===== src/rtl/id_ex_pipe_reg.sv =====
// id_ex_pipe_reg: ID/EX pipeline register of the 5-stage RV32I core.
// Holds the decoded instruction for one cycle between decode and execute,
// detects load-use hazards against the held instruction, and supports
// bubble insertion on branch/jump flush and freezing on a downstream hold.
// Optional build macro: ID_EX_PERF_EN adds saturating bubble/flush counters.
// Without it the counter outputs are tied to zero.

module id_ex_pipe_reg #(
    parameter int XLEN   = 32,
    parameter int REG_AW = 5,
    parameter int PERF_W = 32
) (
    input  logic              clk,
    input  logic              rstn,
    input  logic              valid_i,
    input  logic [23:0]       ctrl_i,
    input  logic              rs1_used_i,
    input  logic              rs2_used_i,
    input  logic [REG_AW-1:0] rs1_i,
    input  logic [REG_AW-1:0] rs2_i,
    input  logic [REG_AW-1:0] rd_i,
    input  logic [XLEN-1:0]   rs1_data_i,
    input  logic [XLEN-1:0]   rs2_data_i,
    input  logic [XLEN-1:0]   imm_i,
    input  logic [XLEN-1:0]   pc_i,
    input  logic              flush_i,
    input  logic              hold_i,
    output logic              valid_o,
    output logic [23:0]       ctrl_o,
    output logic [REG_AW-1:0] rs1_o,
    output logic [REG_AW-1:0] rs2_o,
    output logic [REG_AW-1:0] rd_o,
    output logic [XLEN-1:0]   rs1_data_o,
    output logic [XLEN-1:0]   rs2_data_o,
    output logic [XLEN-1:0]   imm_o,
    output logic [XLEN-1:0]   pc_o,
    output logic              stall_o,
    output logic [PERF_W-1:0] bubble_cnt_o,
    output logic [PERF_W-1:0] flush_cnt_o
);

    // WDSel value selecting data memory as the write-back source (a load).
    localparam logic [1:0] WDSEL_MEM = 2'b01;

    // Everything the execute stage sees, kept together so a bubble is a
    // single all-zero assignment (NPCOp=0 is PLUS4, RegWrite/MemWrite=0).
    typedef struct packed {
        logic              valid;
        logic [23:0]       ctrl;
        logic [REG_AW-1:0] rs1;
        logic [REG_AW-1:0] rs2;
        logic [REG_AW-1:0] rd;
        logic [XLEN-1:0]   rs1_data;
        logic [XLEN-1:0]   rs2_data;
        logic [XLEN-1:0]   imm;
        logic [XLEN-1:0]   pc;
    } stage_t;

    // One action per clock edge; reset is handled separately in the flop.
    typedef enum logic [1:0] {
        ACT_HOLD,
        ACT_FLUSH,
        ACT_BUBBLE,
        ACT_CAPTURE
    } action_e;

    stage_t  stage_d, stage_q;
    action_e action;
    logic    ex_is_load;
    logic    rs1_hit, rs2_hit;
    logic    load_use;

    // Hazard detection against the instruction currently held for execute.
    // A bubble has valid=0 and ctrl=0, so it can never look like a load.
    assign ex_is_load = stage_q.valid && (stage_q.ctrl[4:3] == WDSEL_MEM)
                        && (stage_q.rd != '0);
    assign rs1_hit    = rs1_used_i && (rs1_i == stage_q.rd);
    assign rs2_hit    = rs2_used_i && (rs2_i == stage_q.rd);
    assign load_use   = ex_is_load && (rs1_hit || rs2_hit) && valid_i;

    // Hold and flush both mask the stall: the decode instruction is either
    // frozen anyway or about to be killed.
    assign stall_o = rstn && load_use && !flush_i && !hold_i;

    // Select the single action taken at the next edge, highest priority first.
    always_comb begin
        action = ACT_CAPTURE;
        if (hold_i) begin
            action = ACT_HOLD;
        end else if (flush_i) begin
            action = ACT_FLUSH;
        end else if (load_use) begin
            action = ACT_BUBBLE;
        end
    end

    // Next-state of the stage register for the chosen action.
    always_comb begin
        // NOTE: default assignment first so every path drives stage_d and no latch is inferred.
        stage_d = stage_q;
        unique case (action)
            ACT_FLUSH, ACT_BUBBLE: begin
                stage_d = '0;
            end
            ACT_CAPTURE: begin
                stage_d.valid    = valid_i;
                stage_d.ctrl     = valid_i ? ctrl_i : '0;
                stage_d.rs1      = rs1_i;
                stage_d.rs2      = rs2_i;
                stage_d.rd       = rd_i;
                stage_d.rs1_data = rs1_data_i;
                stage_d.rs2_data = rs2_data_i;
                stage_d.imm      = imm_i;
                stage_d.pc       = pc_i;
            end
            default: begin
                stage_d = stage_q;
            end
        endcase
    end

    // Stage register with synchronous active-low reset.
    always_ff @(posedge clk) begin
        // NOTE: non-blocking assignments in clocked blocks so all flops update together at the edge.
        if (!rstn) begin
            stage_q <= '0;
        end else begin
            stage_q <= stage_d;
        end
    end

    assign valid_o    = stage_q.valid;
    assign ctrl_o     = stage_q.ctrl;
    assign rs1_o      = stage_q.rs1;
    assign rs2_o      = stage_q.rs2;
    assign rd_o       = stage_q.rd;
    assign rs1_data_o = stage_q.rs1_data;
    assign rs2_data_o = stage_q.rs2_data;
    assign imm_o      = stage_q.imm;
    assign pc_o       = stage_q.pc;

`ifdef ID_EX_PERF_EN
    logic [PERF_W-1:0] bubble_cnt_d, bubble_cnt_q;
    logic [PERF_W-1:0] flush_cnt_d, flush_cnt_q;

    // Saturating event counters; a hold edge selects neither event so they freeze.
    // A flush only counts when it actually killed something.
    always_comb begin
        bubble_cnt_d = bubble_cnt_q;
        flush_cnt_d  = flush_cnt_q;
        if ((action == ACT_BUBBLE) && (bubble_cnt_q != '1)) begin
            bubble_cnt_d = bubble_cnt_q + PERF_W'(1);
        end
        if ((action == ACT_FLUSH) && (stage_q.valid || valid_i)
            && (flush_cnt_q != '1)) begin
            flush_cnt_d = flush_cnt_q + PERF_W'(1);
        end
    end

    // Counter registers, cleared by reset.
    always_ff @(posedge clk) begin
        if (!rstn) begin
            bubble_cnt_q <= '0;
            flush_cnt_q  <= '0;
        end else begin
            bubble_cnt_q <= bubble_cnt_d;
            flush_cnt_q  <= flush_cnt_d;
        end
    end

    assign bubble_cnt_o = bubble_cnt_q;
    assign flush_cnt_o  = flush_cnt_q;
`else
    assign bubble_cnt_o = '0;
    assign flush_cnt_o  = '0;
`endif

endmodule


===== config.mk =====
export PLATFORM = sky130hd
export DESIGN_NAME = id_ex_pipe_reg
export DESIGN_NICKNAME = d
export VERILOG_FILES = /design/src/rtl/id_ex_pipe_reg.sv
export SDC_FILE = /design/constraint.sdc
export NUM_CORES = 1
export LEC_CHECK = 0
export BUFFER_PORTS_ARGS = -buffer_cell sky130_fd_sc_hd__buf_2
export CAP_MARGIN = 30
export CORE_AREA = 2 2 157 159
export CTS_CLUSTER_DIAMETER = 80
export DETAILED_ROUTE_END_ITERATION = 8
export DIE_AREA = 0 0 159 161
export SLEW_MARGIN = 20
export SYNTH_ARGS = -nofsm -noshare
export SYNTH_HDL_FRONTEND = slang
export SYNTH_SLANG_ARGS = --single-unit

===== constraint.sdc =====
create_clock -name clk -period 5.8 [get_ports clk]
set_clock_uncertainty 0.15 [all_clocks]
set_input_delay 0.87 -clock clk [delete_from_list [all_inputs] [get_ports clk]]
set_output_delay 0.87 -clock clk [all_outputs]
set_load 0.1 [all_outputs]

# After elaboration in Yosys (flattened, before gate mapping)
# Index checks and enable logic that the tools add are counted.
[word_totals] reg_bits=168 out_inout_bits=233 in_bits=174
[classes] n_eq_ne=6 reduce_logical=15 mux=5
[ops] operator="$pmux 168 s2" count=1
[ops] operator="$mux 24" count=1
[ops] operator="$eq 5x5->1" count=2
[ops] operator="$logic_and 1x1->1" count=9
[ops] operator="$reduce_bool 5->1" count=1
[ops] operator="$eq 2x1->1 const B" count=2
[ops] operator="$eq 2x2->1 const B" count=2
[ops] operator="$mux 2" count=2
[ops] operator="$logic_not 1->1" count=2
[ops] operator="$reduce_bool 2->1" count=1
[ops] operator="$reduce_or 2->1" count=1
[ops] operator="$logic_or 1x1->1" count=1
[ops] operator="$mux 1" count=1

# Depth between registers and ports, before layout
[logic_depth] depth_word=11 depth_mapped=7

# Worst setup path after synthesis
# No wires, ideal clock.
[synth_path] path_type="flip-flop to output port" startpoint="reg stage_q (netlist bit rd_o[4])" endpoint="out stall_o" arrival_ns=2.836 path_buffers=2 path_slack_ns=1.944 path_stages_with_launch=7 cell_sequence="dfxtp_1 -> clkbuf_1 -> xnor2_1 -> nand4_1 -> o22ai_2 -> clkbuf_1 -> o2111a_1"
[synth_via] elab_chain_len=8 elab_cells_between_ends=12
[synth_rtl] element="start, declared" line_no="67" text="stage_t stage_d, stage_q;"
[synth_rtl] element="start signal, assigned" line_no="128" text="stage_q <= stage_d;"
[synth_rtl] element="$eq 5x5->1 (on tied branches)" line_no="77, 78"
[synth_rtl] element="$logic_and 1x1->1 (on tied branches)" line_no="77, 78"
[synth_rtl] element="$logic_or 1x1->1" line_no="79" text="assign load_use = ex_is_load && (rs1_hit || rs2_hit) && valid_i;"
[synth_rtl] element="$logic_and 1x1->1 (*) (2 in series)" line_no="79"
[synth_rtl] element="$logic_and 1x1->1 (*) (3 in series)" line_no="83" text="assign stall_o = rstn && load_use && !flush_i && !hold_i;"
[synth_rtl] element="end, declared" line_no="37" text="output logic stall_o,"
# Mark *: on every way between the ends. The rest lies on a longest branch, timed or not.

# Worst setup path after layout
[layout_path] startpoint="in rs2_i[0]" endpoint="out stall_o"
[layout_via] elab_chain_len=8
[layout_rtl] element="start, declared" line_no="20" text="input logic [REG_AW-1:0] rs2_i,"
[layout_rtl] element="$eq 5x5->1" line_no="78" text="assign rs2_hit = rs2_used_i && (rs2_i == stage_q.rd);"
[layout_rtl] element="$logic_and 1x1->1" line_no="78"
[layout_rtl] element="$logic_or 1x1->1" line_no="79"
[layout_rtl] element="$logic_and 1x1->1 (2 in series)" line_no="79"
[layout_rtl] element="$logic_and 1x1->1 (3 in series)" line_no="83"
# No other way between the ends.

==> reports/metrics.cfg <==
[floorplanning]
start_util_pct = 31.7
fp.coreArea_mm2 = 0.0240
dieArea_mm2 = 0.0256
die_w_um = 159
io_pins = 407
die_h_um = 161
rows = 57

[timing]
min_period_ps = 3580
max_slew_margin_pct = 36.7
fmax_mhz = 279
setup_viol = 0
fin_setup_tns_ps = 0
rsz0062_at_grt = no
tightest_slew_ps = 950
hold_viol = 0
finalMaxSlewViolations = 0
fin_crit_sh_pct = 61.7

[power_and_ir_drop]
p_int_w = 0.00204
pwr-share-seq_pct = 36.2
combPwrFrac_pct = 31.1
p_sw_share_pct = 42.4
peakVddDrop_uv = 164
powerDensity_mw_per_mm2 = 365
p_clk_share_pct = 32.7
p_leak_nw = 4.27
p_sw_w = 0.00150

[final_layout]
fin_area_mm2 = 0.00971
fill_cells = 2490
area_growth_pct = 27.8
multi_input_area_mm2 = 0.00353
final_nets = 1324
register_area_mm2 = 0.00336
drive_above_1_share_pct = 33.1

[critical_path]
ff2ff_path_depth = 5
cp-end-kind = primary output
cp_data_arrival_time_ps = 2560
cp_max_fo = 18
critPathLaunchType = input pin
critical_path_class = input pin to primary output
crit_required_ps = 4780

[logic_synthesis]
ys_types = 24
yosys.area_share.simple_pct = 11.3
synth-compound-area-share_pct = 30.5
synthCells = 880
synth_area_leaders = dfxtp_1 (44%), a32oi_1 (17%), o21ai_1 (8.3%), nand2_1 (7.2%), buf_4 (6.6%)
synth_area_leader_cell = dfxtp_1
synth-main-ff-cell = dfxtp_1
ys_ff_latch = 168
syn_area_per_cell_um2 = 8.63
synthTopCellsByCount = dfxtp_1 (168), nand2_1 (146), a32oi_1 (144)
synthesis.area_mm2 = 0.00760
synth_most_common_cell = dfxtp_1
yosysTopAreaCellShare_pct = 44.3
seq_area_frac_synth_pct = 44.3
synthMuxAreaShare_pct = 0
synth-edff-count = 0
synthArstFlopShare_pct = 0
synth-xor-area-share_pct = 1.15
synth_top_family_by_area = compound AO/OA/AOI/OAI gates
synth_fa_ha_area_share_pct = 0
synth_warnings = 0

[placed_design]
placed_cell_area_mm2 = 0.00912
dp_hpwl_mm = 15.8
port_buffers = 342
place.gp.congestion = 0.771

[clock_network]
cts.reportedPaths.clkPinSlew_ps = 60
clock-sinks = 168
ctsHoldBuffers = 0
cts_tree = built
cts_inserted_buffers = 17
cts_root_buffer = clkbuf_16
clk-insertion-delay-late_ps = 420
cts_resized = 0
cts.htree.levels = 4
post_cts_buffers = 0
cts_buffer_depth = 2

[global_routing]
grt_use_total_pct = 17.7
grt_pass1_vias = 6699
antenna_found_initial = 2
grt_max_degree = 179
grt-ovfl-total = 0
grt_pass1_wl_mm = 37.1

[flow_run]
maxCapViolations = 0

[drt]
first_pass_iters = 5
routed_wl_mm = 24.1
drc = 0
ant_nets = 0
vias_per_cell = 5.10
routedWlPerCell_um = 16.2
drtIter0Drc = 575
vias = 7593

[worst_hold_path]
hold_depth = 2
hold_class = flop to flop

[run_status]
status = finished clean

==> layout by cell type (no fill, tap or decap), types with 17 or more instances in the layout <==
cell type,n
a22oi_1,24
a32oi_1,144
and3_1,24
buf_2,342
clkbuf_16,17
conb_1,64
dfxtp_1,168
nand2_1,146
nand3_1,24
o21ai_0,42
o21ai_1,126
==> cell families (layout without fill, tap and decap cells) <==
kind of cell / after synthesis / count (layout)
AO/OA/AOI/OAI: 339 / 339
other: 1 / 65
buffers and inverters: 162 / 382
flip-flops: 168 / 168
XOR/XNOR: 10 / 10
AND/OR/NAND/NOR: 200 / 200
==> layer usage <==
metal | vias to the layer above | track usage, % | wire (µm)
met5 | - | 0 | 16
met4 | 2 | 5.62 | 406
met3 | 25 | 4.83 | 1710
met2 | 305 | 28.9 | 11600
met1 | 3548 | 22.8 | 10400
li1 | 3713 | - | -
==> flip-flops by register name, summed over array words and instances (netlist names), 5 cells and up <==
register / flops
ctrl_o: 24
rd_o: 5
rs1_o: 5
rs2_data_o: 32
rs1_data_o: 32
pc_o: 32
rs2_o: 5
imm_o: 32
==> final cells by class <==
cell class,count,area share [%]
clock inverter,14,1.66
sequential,168,34.6
timing repair buffer,350,18.8
clock buffer,18,4.42
multi-input combinational,613,36.3
tap,324,4.17
antenna,1,0.0258
==> worst paths after layout <==
path	start	endpoint	slack [ps]
setup / recovery	rs2_i[0]	stall_o	2220
hold / removal	pc_o[2]$_SDFFE_PN0P_	pc_o[2]$_SDFFE_PN0P_	320
setup reg to reg	rd_o[0]$_SDFFE_PN0P_	rs1_data_o[0]$_SDFFE_PN0P_	2910
hold reg to reg	pc_o[2]$_SDFFE_PN0P_	pc_o[2]$_SDFFE_PN0P_	320
==> stage by stage <==
stage          power (W)  std cells  util, %  setup WS (ps)  hold slack, ps
2_1_floorplan    0.00224        943        -           1940             853
3_3_place_gp     0.00240       1454     38.0           2200             294
3_5_place_dp     0.00241       1455     38.0           2220             305
4_1_cts          0.00359       1487     40.5           2190             321
5_1_grt          0.00368       1488     40.5           2070             341
6_report         0.00354       1488     40.5           2220             318
==> worst max-delay path, stage by stage <==
cell      delay (ps)
buf_2            120
xnor2_1          230
nand4_1          200
o22ai_4          440
o2111a_1         260
buf_2            430
==> power groups by stage <==
stage          Clock (W)  Combinational (W)  Sequential, W
3_5_place_dp           0            0.00110        0.00131
6_report         0.00116            0.00110        0.00128
5_1_grt          0.00125            0.00114        0.00129
3_3_place_gp           0            0.00110        0.00131
2_1_floorplan          0           0.000356        0.00188
4_1_cts          0.00120            0.00110        0.00128
No activity file was read; power rests on OpenSTA's default activity.
